File: src/rtl/serial_alu_pkg.sv
// Shared types for the digit-serial ALU: op encodings, FSM states and op-class helpers.
package serial_alu_pkg;

    typedef enum logic [2:0] {
        OP_ADD  = 3'd0,
        OP_SUB  = 3'd1,
        OP_XOR  = 3'd2,
        OP_SLT  = 3'd3,
        OP_AND  = 3'd4,
        OP_NAND = 3'd5,
        OP_NOR  = 3'd6,
        OP_OR   = 3'd7
    } op_e;

    typedef enum logic [1:0] {
        IDLE = 2'd0,
        RUN  = 2'd1,
        DONE = 2'd2
    } state_e;

    // SLT is evaluated as a subtraction, so it shares the inverted-b / carry-in-1 path.
    function automatic logic op_is_sub(input op_e op);
        return (op == OP_SUB) || (op == OP_SLT);
    endfunction

    function automatic logic op_is_arith(input op_e op);
        return op_is_sub(op) || (op == OP_ADD);
    endfunction

endpackage

File: src/rtl/serial_alu_digit.sv
// Combinational DIGIT-wide ALU slice: ripple adder plus bitwise logic ops.
module serial_alu_digit
    import serial_alu_pkg::*;
#(
    parameter int DIGIT = 4
) (
    input  logic [DIGIT-1:0] i_a,
    input  logic [DIGIT-1:0] i_b,
    input  op_e              i_op,
    input  logic             i_cin,
    output logic [DIGIT-1:0] o_res,
    output logic             o_cout,
    output logic             o_cmsb
);

    logic [DIGIT-1:0] w_b_eff;
    logic [DIGIT-1:0] w_sum;
    logic [DIGIT:0]   w_c;

    assign w_b_eff = op_is_sub(i_op) ? ~i_b : i_b;
    assign w_c[0]  = i_cin;

    generate
        for (genvar gi = 0; gi < DIGIT; gi++) begin : g_bit
            assign w_sum[gi]  = i_a[gi] ^ w_b_eff[gi] ^ w_c[gi];
            assign w_c[gi+1]  = (i_a[gi] & w_b_eff[gi]) | (w_c[gi] & (i_a[gi] ^ w_b_eff[gi]));
        end
    endgenerate

    // Carry into the top bit of this digit; only meaningful on the last digit (overflow).
    assign o_cmsb = w_c[DIGIT-1];
    assign o_cout = w_c[DIGIT];

    always_comb begin
        o_res = w_sum;
        case (i_op)
            OP_XOR:  o_res = i_a ^ i_b;
            OP_AND:  o_res = i_a & i_b;
            OP_NAND: o_res = ~(i_a & i_b);
            OP_NOR:  o_res = ~(i_a | i_b);
            OP_OR:   o_res = i_a | i_b;
            default: o_res = w_sum;
        endcase
    end

endmodule

File: src/rtl/serial_alu.sv
// Digit-serial ALU: DIGIT bits per cycle, LSB first, valid/ready on both sides.
// Define SERIAL_ALU_FLAGS_EN to build the overflow and zero flags; otherwise they read 0.
module serial_alu
    import serial_alu_pkg::*;
#(
    parameter int WIDTH = 32,
    parameter int DIGIT = 4
) (
    input  logic             clk,
    input  logic             rst_n,
    input  logic             in_valid,
    output logic             in_ready,
    input  logic [WIDTH-1:0] a,
    input  logic [WIDTH-1:0] b,
    input  logic [2:0]       op,
    output logic             out_valid,
    input  logic             out_ready,
    output logic [WIDTH-1:0] result,
    output logic             carryout,
    output logic             overflow,
    output logic             zero
);

    localparam int N  = WIDTH / DIGIT;
    localparam int CW = $clog2(N + 1);
    localparam logic [CW-1:0] LAST = CW'(N - 1);

    state_e           r_state;
    logic             r_in_ready;
    logic             r_out_valid;
    logic [WIDTH-1:0] r_a;
    logic [WIDTH-1:0] r_b;
    logic [WIDTH-1:0] r_result;
    op_e              r_op;
    logic             r_carry;
    logic [CW-1:0]    r_cnt;
    logic             r_carryout;
`ifdef SERIAL_ALU_FLAGS_EN
    logic             r_overflow;
    logic             r_zero;
`endif

    logic [DIGIT-1:0] w_res_d;
    logic             w_cout;
    logic             w_cmsb;
    logic             w_ovf;
    logic             w_slt;
    logic             w_arith;
    logic [WIDTH-1:0] w_a_next;
    logic [WIDTH-1:0] w_b_next;
    logic [WIDTH-1:0] w_res_next;
    logic [WIDTH-1:0] w_final;

    serial_alu_digit #(
        .DIGIT (DIGIT)
    ) u_digit (
        .i_a    (r_a[DIGIT-1:0]),
        .i_b    (r_b[DIGIT-1:0]),
        .i_op   (r_op),
        .i_cin  (r_carry),
        .o_res  (w_res_d),
        .o_cout (w_cout),
        .o_cmsb (w_cmsb)
    );

    // Operands shift down one digit per cycle; result digits enter at the top.
    generate
        if (N == 1) begin : g_single
            assign w_a_next   = r_a;
            assign w_b_next   = r_b;
            assign w_res_next = w_res_d;
        end else begin : g_multi
            assign w_a_next   = {{DIGIT{1'b0}}, r_a[WIDTH-1:DIGIT]};
            assign w_b_next   = {{DIGIT{1'b0}}, r_b[WIDTH-1:DIGIT]};
            assign w_res_next = {w_res_d, r_result[WIDTH-1:DIGIT]};
        end
    endgenerate

    // Overflow is always needed internally: SLT's answer is sign XOR overflow.
    assign w_ovf   = w_cmsb ^ w_cout;
    assign w_slt   = w_res_d[DIGIT-1] ^ w_ovf;
    assign w_arith = op_is_arith(r_op);
    assign w_final = (r_op == OP_SLT) ? WIDTH'(w_slt) : w_res_next;

    always_ff @(posedge clk or negedge rst_n) begin
        if (!rst_n) begin
            r_state     <= IDLE;
            r_in_ready  <= 1'b1;
            r_out_valid <= 1'b0;
            r_a         <= '0;
            r_b         <= '0;
            r_result    <= '0;
            r_op        <= OP_ADD;
            r_carry     <= 1'b0;
            r_cnt       <= '0;
            r_carryout  <= 1'b0;
`ifdef SERIAL_ALU_FLAGS_EN
            r_overflow  <= 1'b0;
            r_zero      <= 1'b0;
`endif
        end else begin
            case (r_state)
                IDLE: begin
                    if (in_valid) begin
                        r_a        <= a;
                        r_b        <= b;
                        r_op       <= op_e'(op);
                        r_carry    <= op_is_sub(op_e'(op));
                        r_cnt      <= '0;
                        r_in_ready <= 1'b0;
                        r_state    <= RUN;
                    end
                end
                RUN: begin
                    r_a     <= w_a_next;
                    r_b     <= w_b_next;
                    r_carry <= w_cout;
                    r_cnt   <= r_cnt + CW'(1);
                    if (r_cnt == LAST) begin
                        r_result    <= w_final;
                        r_carryout  <= w_arith & w_cout;
`ifdef SERIAL_ALU_FLAGS_EN
                        r_overflow  <= w_arith & w_ovf;
                        r_zero      <= (w_final == '0);
`endif
                        r_out_valid <= 1'b1;
                        r_state     <= DONE;
                    end else begin
                        r_result <= w_res_next;
                    end
                end
                DONE: begin
                    if (out_ready) begin
                        r_out_valid <= 1'b0;
                        r_in_ready  <= 1'b1;
                        r_state     <= IDLE;
                    end
                end
                default: begin
                    r_state     <= IDLE;
                    r_in_ready  <= 1'b1;
                    r_out_valid <= 1'b0;
                end
            endcase
        end
    end

    assign in_ready  = r_in_ready;
    assign out_valid = r_out_valid;
    assign result    = r_result;
    assign carryout  = r_carryout;
`ifdef SERIAL_ALU_FLAGS_EN
    assign overflow  = r_overflow;
    assign zero      = r_zero;
`else
    assign overflow  = 1'b0;
    assign zero      = 1'b0;
`endif

endmodule

File: config.mk
export PLATFORM = sky130hd
export DESIGN_NAME = serial_alu
export DESIGN_NICKNAME = d
export VERILOG_FILES = /design/src/rtl/serial_alu_pkg.sv /design/src/rtl/serial_alu_digit.sv /design/src/rtl/serial_alu.sv
export SDC_FILE = /design/constraint.sdc
export NUM_CORES = 1
export LEC_CHECK = 0
export CAP_MARGIN = 20
export CORE_MARGIN = 2
export CORE_UTILIZATION = 37
export CTS_CLUSTER_SIZE = 8
export DETAILED_ROUTE_END_ITERATION = 16
export RECOVER_POWER = 100
export SLEW_MARGIN = 20
export SYNTH_ARGS = -nofsm -noshare
export SYNTH_HDL_FRONTEND = slang
export SYNTH_SLANG_ARGS = --single-unit
File: constraint.sdc
create_clock -name clk -period 3.88 [get_ports clk]
set_input_delay 0.582 -clock clk [delete_from_list [all_inputs] [get_ports clk]]
set_output_delay 0.582 -clock clk [all_outputs]
set_load 0.03 [all_outputs]
==> impl_metrics.csv <==
group,metric,value,unit
finish,design_area,6560,um2
cts,cts_setup_buffers,0,
critical_path,reg2regPathDepth,15,
routing,antenna_left,0,
logic_synthesis,seq_area_frac_synth,52.9,%
cts,cts_inserted_buffers,9,
critical_path,worstPathMaxFanout,7,
place,port_buffers,105,
logic_synthesis,syn_avg_cell_area,8.63,um2
routing,drt_wl_total,11.7,mm
critical_path,cp_slowest_cell,"dfrtp_1",
sta,period_needed,3.41,ns
routing,firstDrtPassIters,4,
cts,cts_hold_buf,0,
finish,fill_cells,1408,
finish,fin_nets,762,
routing,drt_iter0_markers,335,
global_route,track_usage,16.9,%
logic_synthesis,ys_warn_count,0,
sta,finalSetupViolCount,0,
cts,clk_latency,0.35,ns
sta,tightest_slew,3.11,ns
run_status,status,"finished with violations",
routing,vias_per_cell,4.94,
finish,layout_common_cells,"207 x nand2_1, 108 x dfrtp_1, 68 x clkdlybuf4s50_1, 63 x nor2_1, 56 x a31oi_1",
sta,rsz0062_at_grt,"no",
power,ir_worst_vdd,287,uV
power,switchingPower,2.34,mW
hold_path,hold_class,"flip-flop to flip-flop",
finish,instances_no_fill,863,
hold_path,holdPathEnd,"result[1]",
sta,tns,0,ns
place,placed_cell_area,6300,um2
cts,clk_transition_reported_paths,0.07,ns
logic_synthesis,ys_types,34,
place,dp_cells,847,
critical_path,r2r-end,"result[0]",
global_route,overflow,0,
finish,drive_gt1_share,4.25,%
cts,clockBufferDepth,2,
power,swShare,42.4,%
place,dp_hpwl,8.08,mm
floorplan,start_util,37.5,%
logic_synthesis,synth_area,5160,um2
floorplan,die_w,122,um
finish,num_antenna_cells,0,
critical_path,max_stage_delay,0.47,ns
power,p_comb_share,47.0,%
routing,drc,0,
run_status,violations,"max-capacitance violations, max-slew violations",
critical_path,cp-end-kind,"flip-flop",
global_route,grt_pass1_wl,19.9,mm
critical_path,crit_family,"adder cells",
critical_path,critPathArrivalTime,3.65,ns
critical_path,cp_cell_sequence,"nor2b_1 -> buf_4 -> xnor2_1 -> fa_1 -> inv_1 -> fa_1 -> inv_1 -> fa_1 -> inv_1 -> fa_1 -> inv_1 -> mux2i_1 -> mux2i_4 -> mux2i_1 -> a211o_1",
cts,cts_root_buf,"clkbuf_16",
hold_path,min_path_cells,2,
floorplan,die_area,14900,um2
hold_path,worstHoldStart,"result[1]",
routing,via_count,4263,
power,p_leak,2.98,nW
routing,wl_per_cell,13.6,um
place,place.gp.congestion,0.826,
logic_synthesis,ys_seq_elements,109,
power,clkPwrFrac,15.8,%
sta,slew_violations,95,
global_route,grt_max_degree,92,
cts,clock-sinks,109,
power,seq_power_share,37.2,%
power,internal-power,3.18,mW
sta,period_share,87.8,%
power,p_total,5.52,mW
sta,relSlewSlack,-107,%
cts,cts_tree,"yes",
floorplan,ios,108,
floorplan,dieHeight,122,um
cts,h-tree-depth,3,
sta,hold_viol,0,
floorplan,core-area,13800,um2
critical_path,rrSetupSlack,0.47,ns
critical_path,cp.required,4.12,ns
finish,area_growth,27.2,%
critical_path,r2r-start,"r_op[0]",
finish,layout_commonest_cell,"nand2_1",
cts,cts.repair.resized,0,
run,cap_violations,3,
logic_synthesis,synthCells,598,
floorplan,rows,43,
sta,fmax,0.293,GHz
critical_path,worstSetupPathType,"flip-flop to flip-flop",
global_route,grt_pass1_vias,4153,
critical_path,crit_buf_inv,5,
power,power_density,841,nW/um2
critical_path,startpoint_type,"flip-flop",
sta,final.setup_skew,0.00423,ns
global_route,antenna_found_initial,0,
[sequential cells by signal, summed over array words and instances, names as in the netlist]
signal and cells:
result 32, r_carry 1, in_ready 1, r_op 3, r_b 32, r_state 2
r_cnt 4, carryout 1, r_a 32, out_valid 1
[kinds of logic (layout without fill, tap and decap cells)]
| logic type | after synthesis | in the layout | share of synthesized area (%) |
|---|---|---|---|
| xor+xnor | 10 | 10 | 1.70 |
| buf+inv | 59 | 143 | 5.38 |
| simple gates | 293 | 293 | 22.4 |
| fa+ha+maj | 13 | 13 | 3.73 |
| compound gates | 104 | 104 | 11.9 |
| other cells | 1 | 2 | 0.0727 |
| mux | 9 | 9 | 1.99 |
| flops | 109 | 109 | 52.9 |
[Yosys cell counts]
master / count / area, um2
a211o_1: 1 / 8.76
a211oi_1: 1 / 7.51
a21oi_1: 3 / 15.0
a22o_1: 4 / 35.0
a31oi_1: 56 / 350
and3_4: 1 / 11.3
and3b_1: 1 / 8.76
buf_1: 4 / 15.0
buf_2: 12 / 60.1
buf_4: 5 / 37.5
buf_6: 3 / 33.8
clkbuf_1: 23 / 86.3
conb_1: 1 / 3.75
dfrtp_1: 108 / 2700
dfstp_2: 1 / 26.3
fa_1: 4 / 80.1
ha_1: 9 / 113
inv_1: 12 / 45.0
mux2i_1: 8 / 80.1
mux2i_4: 1 / 22.5
nand2_1: 207 / 777
nand2b_1: 2 / 12.5
nand2b_4: 1 / 13.8
nand3_1: 11 / 55.1
nor2_1: 64 / 240
nor2_2: 1 / 6.26
nor2b_1: 2 / 12.5
nor3_1: 1 / 5.00
nor3b_1: 1 / 7.51
o21ai_0: 28 / 140
o21ai_1: 11 / 55.1
or2_1: 1 / 6.26
xnor2_1: 7 / 61.3
xor2_1: 3 / 26.3
[routing by layer]
| layer | vias to the layer above | routed length, um | global-route usage (%) |
|---|---|---|---|
| met5 | - | 0 | 0 |
| met4 | 0 | 151 | 4.17 |
| met3 | 14 | 693 | 5.06 |
| li1 | 2111 | - | - |
| met2 | 110 | 5580 | 27.2 |
| met1 | 2028 | 5300 | 22.5 |
[how the worst max path moves through the flow]
stage             from         to  cells after the start  slack, ns
5_1_grt          rst_n     r_a[4]                      1       0.23
3_5_place_dp   r_op[0]  result[0]                     15       0.48
4_1_cts        r_op[0]  result[0]                     15       0.47
2_1_floorplan  r_op[0]  result[0]                     16       0.72
6_report       r_op[0]  result[0]                     15       0.47
3_3_place_gp   r_op[0]  result[0]                     15       0.58
[layout make-up]
class / count / area, um2 / share of cell area [%]
repair buffers: 115 / 1110 / 16.9
multi-input cells: 431 / 2180 / 33.1
clock buffers: 13 / 260 / 3.96
flip-flops and latches: 109 / 2730 / 41.6
clock inverters: 3 / 20.0 / 0.305
inverters: 12 / 45.0 / 0.686
well taps: 180 / 225 / 3.43
[worst reg2reg max path: cells and delay by family (launching register included)]
family          cells  cell delay [ns]
fa+ha+maj           4             1.40
buf+inv             5             0.48
flops               1             0.47
mux                 3             0.35
compound gates      1             0.26
simple gates        1             0.18
xor+xnor            1             0.14
[power by group through the flow]
stage	combinational (mW)	clock (mW)	sequential, mW
after floorplan	1.72	0	2.25
after global placement	2.62	0	2.06
after detailed placement	2.69	0	2.08
after CTS	2.70	0.909	2.06
after global routing	2.96	0.959	2.13
final	2.59	0.874	2.05
[per-stage QoR]
| stage | hold slack [ns] | setup WS, ns | util, % |
|---|---|---|---|
| finish | 0.483 | 0.472 | 47.7 |
| CTS | 0.321 | 0.468 | 47.8 |
| detailed placement | 0.479 | 0.479 | 45.7 |
| global placement | 0.464 | 0.583 | 45.7 |
| floorplan | 0.286 | 0.721 | - |
| global route | 0.518 | 0.229 | 47.7 |
(Power assumes the default switching activity.)
